[src/rtl/spi_cmd_pkg.sv]
// Shared types for the SPI command controller: opcodes, frame lengths, FSM states.
// Define SPI_CMD_AUTOINC_EN to enable the *_NEXT opcodes and the auto-increment address register.
package spi_cmd_pkg;

  typedef enum logic [2:0] {
    OP_WRITE_AT   = 3'b000,
    OP_READ_AT    = 3'b001,
    OP_WRITE_NEXT = 3'b010,
    OP_READ_NEXT  = 3'b011
  } opcode_t;

  localparam logic [2:0] LEN_WRITE_AT   = 3'd4;
  localparam logic [2:0] LEN_READ_AT    = 3'd3;
  localparam logic [2:0] LEN_WRITE_NEXT = 3'd2;
  localparam logic [2:0] LEN_READ_NEXT  = 3'd1;
  localparam logic [2:0] LEN_INVALID    = 3'd1;

  typedef enum logic [1:0] {
    IDLE    = 2'd0,
    DECODE  = 2'd1,
    BUS     = 2'd2,
    WAIT_CS = 2'd3
  } state_t;

  function automatic logic op_valid(input logic [2:0] op);
`ifdef SPI_CMD_AUTOINC_EN
    return (op[2] == 1'b0);
`else
    return (op == OP_WRITE_AT) || (op == OP_READ_AT);
`endif
  endfunction

  function automatic logic [2:0] op_length(input logic [2:0] op);
    logic [2:0] len;
    len = LEN_INVALID;
    case (op)
      OP_WRITE_AT:   len = LEN_WRITE_AT;
      OP_READ_AT:    len = LEN_READ_AT;
`ifdef SPI_CMD_AUTOINC_EN
      OP_WRITE_NEXT: len = LEN_WRITE_NEXT;
      OP_READ_NEXT:  len = LEN_READ_NEXT;
`endif
      default:       len = LEN_INVALID;
    endcase
    return len;
  endfunction

endpackage

[src/rtl/spi_cmd_controller_sync2.sv]
// Two-flop synchroniser with asynchronous active-high reset to 0.
module sync2 (
  input  logic clk,
  input  logic reset,
  input  logic i_d,
  output logic o_q
);

  logic r_meta;
  logic r_q;

  always_ff @(posedge clk or posedge reset) begin
    if (reset) begin
      r_meta <= 1'b0;
      r_q    <= 1'b0;
    end else begin
      r_meta <= i_d;
      r_q    <= r_meta;
    end
  end

  assign o_q = r_q;

endmodule

[src/rtl/spi_cmd_controller.sv]
// Turns each completed SPI command frame into one 8-bit bus cycle; read data becomes the next frame's first MISO byte.
// Optional SPI_CMD_AUTOINC_EN adds *_NEXT opcodes using an auto-incrementing address register.
module spi_cmd_controller
  import spi_cmd_pkg::*;
#(
  parameter int ADDR_W = 16,
  parameter int DATA_W = 8
) (
  input  logic              clk,
  input  logic              reset,
  input  logic              spi_cs_n,
  output logic              buf_reset,
  input  logic [31:0]       buf_rx,       // byte n of the frame at [8n+7:8n]
  input  logic              buf_valid,
  output logic [2:0]        buf_length,
  output logic [DATA_W-1:0] buf_tx_byte,
  output logic              bus_req,
  output logic              bus_we,
  output logic [ADDR_W-1:0] bus_addr,
  output logic [DATA_W-1:0] bus_wdata,
  input  logic [DATA_W-1:0] bus_rdata,
  input  logic              bus_ack,
  output logic              busy,
  output logic              cmd_err
);

  logic [7:0]        w_b0, w_b1, w_b2, w_b3;
  logic [2:0]        w_op;
  logic [ADDR_W-1:0] w_at_addr;
  logic              w_valid_s;
  logic              w_cs_s;
  logic              w_valid_rise;
  logic              w_unused;

  state_t            r_state;
  logic              r_valid_prev;
`ifdef SPI_CMD_AUTOINC_EN
  logic [ADDR_W-1:0] r_addr;
`endif

  assign w_b0 = buf_rx[7:0];
  assign w_b1 = buf_rx[15:8];
  assign w_b2 = buf_rx[23:16];
  assign w_b3 = buf_rx[31:24];
  assign w_op = w_b0[7:5];
  assign w_unused = ^w_b0[4:0];

  // WRITE_AT carries data before the address; READ_AT has the address right after the opcode.
  assign w_at_addr = (w_op == OP_READ_AT) ? ADDR_W'({w_b1, w_b2}) : ADDR_W'({w_b2, w_b3});

  assign buf_reset  = reset | spi_cs_n;
  assign buf_length = op_length(w_op);
  assign busy       = (r_state == DECODE) || (r_state == BUS);

  sync2 u_sync_valid (.clk(clk), .reset(reset), .i_d(buf_valid), .o_q(w_valid_s));
  sync2 u_sync_cs    (.clk(clk), .reset(reset), .i_d(spi_cs_n),  .o_q(w_cs_s));

  assign w_valid_rise = w_valid_s & ~r_valid_prev;

  always_ff @(posedge clk or posedge reset) begin
    if (reset) begin
      r_state      <= IDLE;
      r_valid_prev <= 1'b0;
      bus_req      <= 1'b0;
      bus_we       <= 1'b0;
      bus_addr     <= '0;
      bus_wdata    <= '0;
      buf_tx_byte  <= '0;
      cmd_err      <= 1'b0;
`ifdef SPI_CMD_AUTOINC_EN
      r_addr       <= '0;
`endif
    end else begin
      r_valid_prev <= w_valid_s;
      cmd_err      <= 1'b0;
      case (r_state)
        IDLE: begin
          if (w_valid_rise) r_state <= DECODE;
        end
        DECODE: begin
          if (op_valid(w_op)) begin
            bus_req   <= 1'b1;
            bus_we    <= ~w_op[0];
            bus_wdata <= DATA_W'(w_b1);
`ifdef SPI_CMD_AUTOINC_EN
            bus_addr  <= w_op[1] ? r_addr : w_at_addr;
`else
            bus_addr  <= w_at_addr;
`endif
            r_state   <= BUS;
          end else begin
            cmd_err   <= 1'b1;
            r_state   <= WAIT_CS;
          end
        end
        BUS: begin
          if (bus_ack) begin
            bus_req <= 1'b0;
            if (!bus_we) buf_tx_byte <= bus_rdata;
`ifdef SPI_CMD_AUTOINC_EN
            r_addr  <= bus_addr + 1'b1;
`endif
            r_state <= WAIT_CS;
          end
        end
        WAIT_CS: begin
          if (w_cs_s) r_state <= IDLE;
        end
        default: r_state <= IDLE;
      endcase
    end
  end

endmodule

[config.mk]
export PLATFORM = sky130hd
export DESIGN_NAME = spi_cmd_controller
export DESIGN_NICKNAME = d
export VERILOG_FILES = /design/src/rtl/spi_cmd_pkg.sv /design/src/rtl/spi_cmd_controller_sync2.sv /design/src/rtl/spi_cmd_controller.sv
export SDC_FILE = /design/constraint.sdc
export NUM_CORES = 1
export LEC_CHECK = 0
export CAP_MARGIN = 0
export CELL_PAD_IN_SITES_DETAIL_PLACEMENT = 1
export CELL_PAD_IN_SITES_GLOBAL_PLACEMENT = 1
export CORE_ASPECT_RATIO = 0.6
export CORE_MARGIN = 3
export CORE_UTILIZATION = 33
export CTS_CLUSTER_DIAMETER = 60
export DETAILED_ROUTE_END_ITERATION = 16
export PLACE_DENSITY_LB_ADDON = 0.15
export SETUP_SLACK_MARGIN = 0.1
export SYNTH_ARGS = -nofsm -noshare
export SYNTH_HDL_FRONTEND = slang
export SYNTH_SLANG_ARGS = --single-unit
export TNS_END_PERCENT = 50
[constraint.sdc]
create_clock -name clk -period 3.7 [get_ports clk]
set_input_delay 0.555 -clock clk [delete_from_list [all_inputs] [get_ports clk]]
set_output_delay 0.555 -clock clk [all_outputs]
set_load 0.01 [all_outputs]
---- After elaboration in Yosys (flattened, before gate mapping) ----
Index checks and enable logic that the tools add are counted.
word-level totals
  flip-flop bits (word level) ............. 42
  word-level logic and storage cells ...... 46
operators by class
  eq/ne operators ......................... 8
  reduce and logical (&&, ||, !) cells .... 9
  bitwise logic cells ..................... 5
  multiplexer cells ....................... 12
operators with widths
  kind                  count
  $mux W16              1
  $reduce_and A3 Y1     3
  $pmux W2 S4           1
  $mux W2               3
  $pmux W3 S2           1
  $mux W1               5
  $eq A2 B2 Y1 const B  2
  $ne A2 B1 Y1 const B  2
  $ne A2 B2 Y1 const B  2
  $eq A3 B1 Y1 const B  1
  $logic_not A3 Y1      1
  $not A1 Y1            3
  $eq A2 B1 Y1 const B  1
  $logic_not A2 Y1      1
  $logic_or A1 B1 Y1    2
  $pmux W1 S2           1
  $reduce_and A2 Y1     1
  $reduce_bool A2 Y1    1
  $and A1 B1 Y1         1
  $or A1 B1 Y1          1

---- Depth between registers and ports, before layout ----
Gate-level depths: netlist (run 1).
  depth in word-level cells ............... 4
  depth in mapped cells ................... 7
  gate-level depth less buffers ........... 5

---- Hierarchy ----
A second synthesis (run 1) with hierarchy kept.
unflattened totals
  cells, all modules ...................... 147
  area, all modules ....................... 1,785.5 µm²
modules (own cells, without submodules)
  module              instances  seq. area each (µm²)  area each (µm²)  cells each
  spi_cmd_controller  1          950.9                 1,677.9          141
  sync2               2          50.0                  53.8             3

---- Worst setup path before layout (run 1) ----
Ideal clock, no wire load.
  path type ............................... input to output
  start ................................... in buf_rx[7]
  end ..................................... out buf_length[1]
  setup slack ............................. 1,983 ps
  cell stages on the path ................. 2
  required time ........................... 3,145 ps
  arrival time ............................ 1,162 ps
  cells stage by stage .................... nor3b_2 > buf_2
on the way
  cells in the longest elaborated chain, start to end .. 2
  elaborated cells on any way between the ends .. 3
  those cells by class .................... 1 x eq/ne; 1 x mux; 1 x reduce/logical
ends and longest elaborated chain
  element                                                  line                      source
  from (decl)                                              spi_cmd_controller.sv:13  input logic [31:0] buf_rx,
  $eq A3 B1 Y1 / $logic_not A3 Y1 (equally long branches)  spi_cmd_pkg.sv:36         case (op)
  $pmux W3 S2 *                                            spi_cmd_pkg.sv:36
  to (decl)                                                spi_cmd_controller.sv:15  output logic [2:0] buf_length,
Every way passes the cells marked *; elsewhere a longest branch is shown, timed or not.

---- Worst setup path in the final report (run 1) ----
  start ................................... in buf_rx[5]
  end ..................................... out buf_length[1]
Same word-level chain as after synthesis.

==> results of run 1 <==
## cell type report
type / count / share of cell area, %
Tap cell: 66 / 3.01
Multi-Input combinational cell: 91 / 24.2
Inverter: 5 / 0.685
Sequential cell: 42 / 38.4
Timing Repair Buffer: 82 / 29.7
Clock buffer: 6 / 3.01
Clock inverter: 1 / 1.10
## path summary, 6_finish.rpt
check,start,endpoint,slack [ps]
setup / recovery,buf_rx[5],buf_length[1],1080
hold / removal,u_sync_cs.r_meta,u_sync_cs.o_q,360
setup reg to reg,r_state[1],bus_wdata[3],1330
hold reg to reg,u_sync_cs.r_meta,u_sync_cs.o_q,360
max in group asynchronous,reset,bus_addr[4],2330
min in group asynchronous,reset,r_state[0],670
## report_power, final
group	total [mW]	internal, mW	switching (mW)
Sequential	0.769	0.655	0.114
Combinational	0.915	0.557	0.357
Clock	0.366	0.216	0.150
## critical path, delay by kind of cell
family | cells | cell delay, ps
buffers and inverters | 3 | 1330
AND/OR/NAND/NOR | 1 | 170
## sequential cells by signal, summed over array words and instances (netlist names)
register             count
buf_tx_byte              8
bus_addr                16
bus_req                  1
bus_wdata                8
bus_we                   1
cmd_err                  1
r_state                  2
r_valid_prev             1
u_sync_cs.o_q            1
u_sync_cs.r_meta         1
u_sync_valid.o_q         1
u_sync_valid.r_meta      1
## stage by stage
step                std cells  hold slack, ps
floorplan                 145             331
global placement          286             337
detailed placement        286             340
CTS                       293             358
global route              293             372
finish                    293             355
## kinds of logic after synthesis
family | Yosys count | share of synthesized area (%)
AOI/OAI and AO/OA | 39 | 13.1
adders and majority gates | 6 | 4.22
buffers and inverters | 12 | 3.66
DFF | 42 | 59.1
muxes | 17 | 11.8
and+or+nand+nor | 29 | 8.09
## synthesized netlist by cell type (2+ instances only)
library cell / n / area, µm²
nand2b_1: 2 / 12.5
o21ai_0: 17 / 85.1
dfrtp_1: 42 / 1050
ha_1: 6 / 75.1
inv_1: 5 / 18.8
o22ai_1: 16 / 100
nand2_1: 17 / 63.8
mux2_2: 12 / 135
nor3_1: 2 / 10.0
nor2b_1: 3 / 18.8
mux2_4: 5 / 75.1
clkbuf_1: 4 / 15.0
## per-layer routing
metal  vias up  GRT usage (%)  part of all wire [%]
li1        681              -                     -
met1       709           18.3                    44
met2        47           26.2                    47
met3         2           5.80                   8.7
met4         0           3.03                  0.24
met5         -              0                     0
==> flow_summary.toml, run 1 <==
[outcome]
status = "finished, final reports clean"

[synthesis]
syn_inst = 145
ys_ff_latch = 42
synth.avg_cell_area_um2 = 12.3
synth_edf_count = 0
synthesis.area_um2 = 1780
ys_seq_area_share_pct = 59.1
synth_cell_types = 26
yosys_warnings = 0
synthFlopType = "dfrtp_1"
synth_fp_nets = 196
async_flop_share_pct = 100

[setup_path]
r2r_cells = 5
endpoint_kind = "output pin"
cp_max_fo = 17
crit_arrival_ps = 2060
start_kind = "input port"
crit_type = "in2out"
required_ps = 3140
path_common_cell = "clkdlybuf4s50_1"
cp_cell_sequence = "clkdlybuf4s50_1 -> nor3b_2 -> buf_4 -> clkdlybuf4s50_1"
cpPeakStageDelay_ps = 570
slowest_stage = "clkdlybuf4s50_1"

[floorplanning]
dieArea_um2 = 6330
die-height_um = 62.9
io_pins = 85
die_w_um = 101
start_util_pct = 34.7
core_area_um2 = 5130
rows = 20

[min_path]
hold_class = "reg2reg"
hold_depth = 0

[sta]
maxSlewViolCount = 0
fmaxAchievable_mhz = 382
fin_ws_ps = 1080
tightest_slew_ps = 913
setup_tns_ps = 0
worst_slew_margin_rel_pct = 39.1
post-route-period-util_pct = 70.7
finalCriticalPeriod_ps = 2620
final-hold-violation-count = 0
rsz0062_at_grt = "no"
setup_viol = 0
clock_skew_ps = 8.43

[cells_and_area]
syn2layout_area_growth_pct = 54.1
final-seq-area_um2 = 1050
fin_nets = 278
drive_above_1_share_pct = 12.8
fillCellCount = 535
mostFrequentLayoutCells = "clkdlybuf4s50_1, dfrtp_1, nand2_1, o21ai_0, o22ai_1"
n_antenna_cell = 0
fin_util_pct = 53.4
stdcell_area_um2 = 2740
final_common_cell = "clkdlybuf4s50_1"
multi_input_area_um2 = 662

[placed_design]
place_congestion = 0.779
hpwlAfterDp_um = 3570
portBuffers = 79
pre_cts_ws_ps = 1020
dpl_cell_area_um2 = 2630

[power_and_ir_drop]
power_density_nw_per_um2 = 748
p_total_mw = 2.05
leakage_nw = 1.17
vdd_drop_max_v = 0.000282

[grt]
grt_max_degree = 29
grt_antenna_before_repair = 0
grtUsageTotal_pct = 15.3
grt_pass1_wl_um = 7780
grt_pass1_vias = 1622
globalRouteOverflowTotal = 0

[route]
vias = 1439
drt-initial-drc-count = 29
wl_um = 4610
wl_per_cell_um = 15.7
dr.pass1.iters = 3
drtAntennaViolNets = 0
drc = 0
avgViaCountPerCell = 4.91

[cts]
htreeDepth = 2
clock_sinks = 42
cts_tree = "yes"
ctsHoldBuffers = 0
cts.clk_slew.worst_paths_ps = 80
clk_latency_ps = 290
clockBufferDepth = 2
numCtsBuffers = 5
cts_resized = 0
cts_setup_buffers = 0
root_buffer = "clkbuf_8"

[job]
cap_violations = 0
Note: power is estimated with default switching activity, not from simulation.
==> inputs of run 2 (changes only) <==
--- a/config.mk
+++ b/config.mk
@@ -10,7 +10,7 @@
 export CELL_PAD_IN_SITES_GLOBAL_PLACEMENT = 1
 export CORE_ASPECT_RATIO = 0.6
 export CORE_MARGIN = 3
-export CORE_UTILIZATION = 33
+export CORE_UTILIZATION = 30
 export CTS_CLUSTER_DIAMETER = 60
 export DETAILED_ROUTE_END_ITERATION = 16
 export PLACE_DENSITY_LB_ADDON = 0.15
==> constraint.sdc (replaced) <==
create_clock -name clk -period 2.5 [get_ports clk]
set_input_delay 0.375 -clock clk [delete_from_list [all_inputs] [get_ports clk]]
set_output_delay 0.375 -clock clk [all_outputs]
set_load 0.01 [all_outputs]
==> run 2 against run 1 <==
Worst setup slack got worse by 730 ps. Non-clock buffer count did not move. Cell area rose by 0.50%. Clock power rose by 42%. Global-route usage fell by 0.95 points. Worst hold slack got worse by 3.8 ps. Register-to-register slack got worse by 720 ps. Clock skew fell by 1.2 ps. Count of clock-buffer cells in the layout fell by 1. Largest power group unchanged.
==> flow_summary.toml, run 2 (synthesis gave the netlist of run 1 again) <==
[power_and_ir_drop]
leakage_nw = 1.18
p_clk_share_pct = 17.2
power.switching_mw = 0.941
power_density_nw_per_um2 = 1100
p_seq_share_pct = 37.7
p_int_mw = 2.09
switching_share_pct = 31.1
vdd_drop_max_v = 0.000497
p_comb_share_pct = 45.1

[outcome]
status = "finished, final reports clean"

[floorplanning]
io_pins = 85
dieArea_um2 = 6920
start_util_pct = 31.5
die-height_um = 65.6
core_area_um2 = 5650
rows = 21
die_w_um = 105

[setup_path]
startpoint = "buf_rx[5]"
reg2reg_to = "bus_wdata[2]"
start_kind = "input port"
crit_arrival_ps = 1780
rr_startpoint = "r_state[1]"
r2r_slack_ps = 610
endpoint_kind = "output pin"
cp_max_fo = 4
required_ps = 2120
r2r_cells = 5
crit_type = "in2out"
cp-endpoint = "buf_length[1]"

[placed_design]
hpwlAfterDp_um = 3660
place_congestion = 0.773
pre_cts_ws_ps = 317
dpl_cell_area_um2 = 2650
place_inst = 300
portBuffers = 79

[cells_and_area]
drive_above_1_share_pct = 13.2
mostFrequentLayoutCells = "clkdlybuf4s50_1, dfrtp_1, nand2_1, o21ai_0, o22ai_1"
syn2layout_area_growth_pct = 54.9
largest_register_ffs = 16
fin_nets = 278
stdcell_area_um2 = 2750
final_common_cell = "clkdlybuf4s50_1"
largestRegisters = "bus_addr x16, buf_tx_byte x8, bus_wdata x8"
n_antenna_cell = 0
regMostFlops = "bus_addr"
fin_cells = 308

[cts]
numCtsBuffers = 5
cts_tree = "yes"
clk_latency_ps = 290
clockBufferDepth = 2
htreeDepth = 2
clock_sinks = 42
root_buffer = "clkbuf_8"
cts.clk_slew.worst_paths_ps = 70
cts_resized = 0
cts_setup_buffers = 0
ctsHoldBuffers = 0

[sta]
maxSlewViolCount = 0
clock_skew_ps = 7.26
worst_slew_margin_rel_pct = 62.0
rsz0062_at_grt = "no"
tightest_slew_ps = 569
fin_ws_ps = 349
setup_tns_ps = 0
holdWs_ps = 352
finalCriticalPeriod_ps = 2150
setup_viol = 0
post-route-period-util_pct = 86.1
fmaxAchievable_mhz = 465
final-hold-violation-count = 0

[route]
drc = 0
drt-initial-drc-count = 19
drtAntennaViolNets = 0
dr.pass1.iters = 4
wl_um = 4800
avgViaCountPerCell = 4.69
vias = 1443
wl_per_cell_um = 15.6

[job]
cap_violations = 0

[grt]
globalRouteOverflowTotal = 0
grt_pass1_vias = 1498
grtUsageTotal_pct = 14.4
grt_max_degree = 45
grt_pass1_wl_um = 7730
grt_antenna_before_repair = 0

[min_path]
hold_class = "reg2reg"
hp-start = "u_sync_valid.r_meta"
[run 2: worst min-delay path by stage]
| stage | cells past startpoint | end |
|---|---|---|
| 2_1_floorplan | 0 | u_sync_cs.o_q |
| 3_3_place_gp | 0 | u_sync_cs.o_q |
| 3_5_place_dp | 0 | u_sync_valid.o_q |
| 4_1_cts | 0 | u_sync_valid.o_q |
| 5_1_grt | 0 | u_sync_cs.o_q |
| 6_report | 0 | u_sync_valid.o_q |
[run 2: per-stage QoR]
stage               util [%]  total power, mW
floorplan                  -             1.76
global placement        46.8             2.47
global route            48.7             3.24
detailed placement      46.8             2.54
finish                  48.7             3.03
CTS                     48.7             3.08
[run 2: layer usage]
| metal | vias up | GRT usage [%] | part of all wire, % |
|---|---|---|---|
| met4 | 0 | 2.95 | 0.52 |
| met3 | 2 | 5.79 | 7.1 |
| met2 | 49 | 23.1 | 45 |
| met5 | - | 0 | 0 |
| met1 | 712 | 18.4 | 47 |
| li1 | 680 | - | - |
[run 2: area by class of cell]
| cell class | count | area (µm²) |
|---|---|---|
| fill | 614 | 2900 |
| clock buffer | 5 | 68.8 |
| multi-input combinational | 91 | 662 |
| inverter | 5 | 18.8 |
| tap | 80 | 100 |
| clock inverter | 3 | 40.0 |
| timing repair buffer | 82 | 813 |
| sequential | 42 | 1050 |
[run 2: worst max-delay path, cell delays in order]
cell	delay (ps)
clkdlybuf4s50_1	520
nor3b_2	290
clkdlybuf4s50_1	590
[run 2: power by group through the flow]
stage / registers [mW] / logic [mW] / clock network (mW)
after floorplan: 1.26 / 0.499 / 0
after global placement: 1.13 / 1.34 / 0
after detailed placement: 1.16 / 1.38 / 0
after CTS: 1.15 / 1.39 / 0.540
after global routing: 1.18 / 1.48 / 0.574
final: 1.14 / 1.37 / 0.520
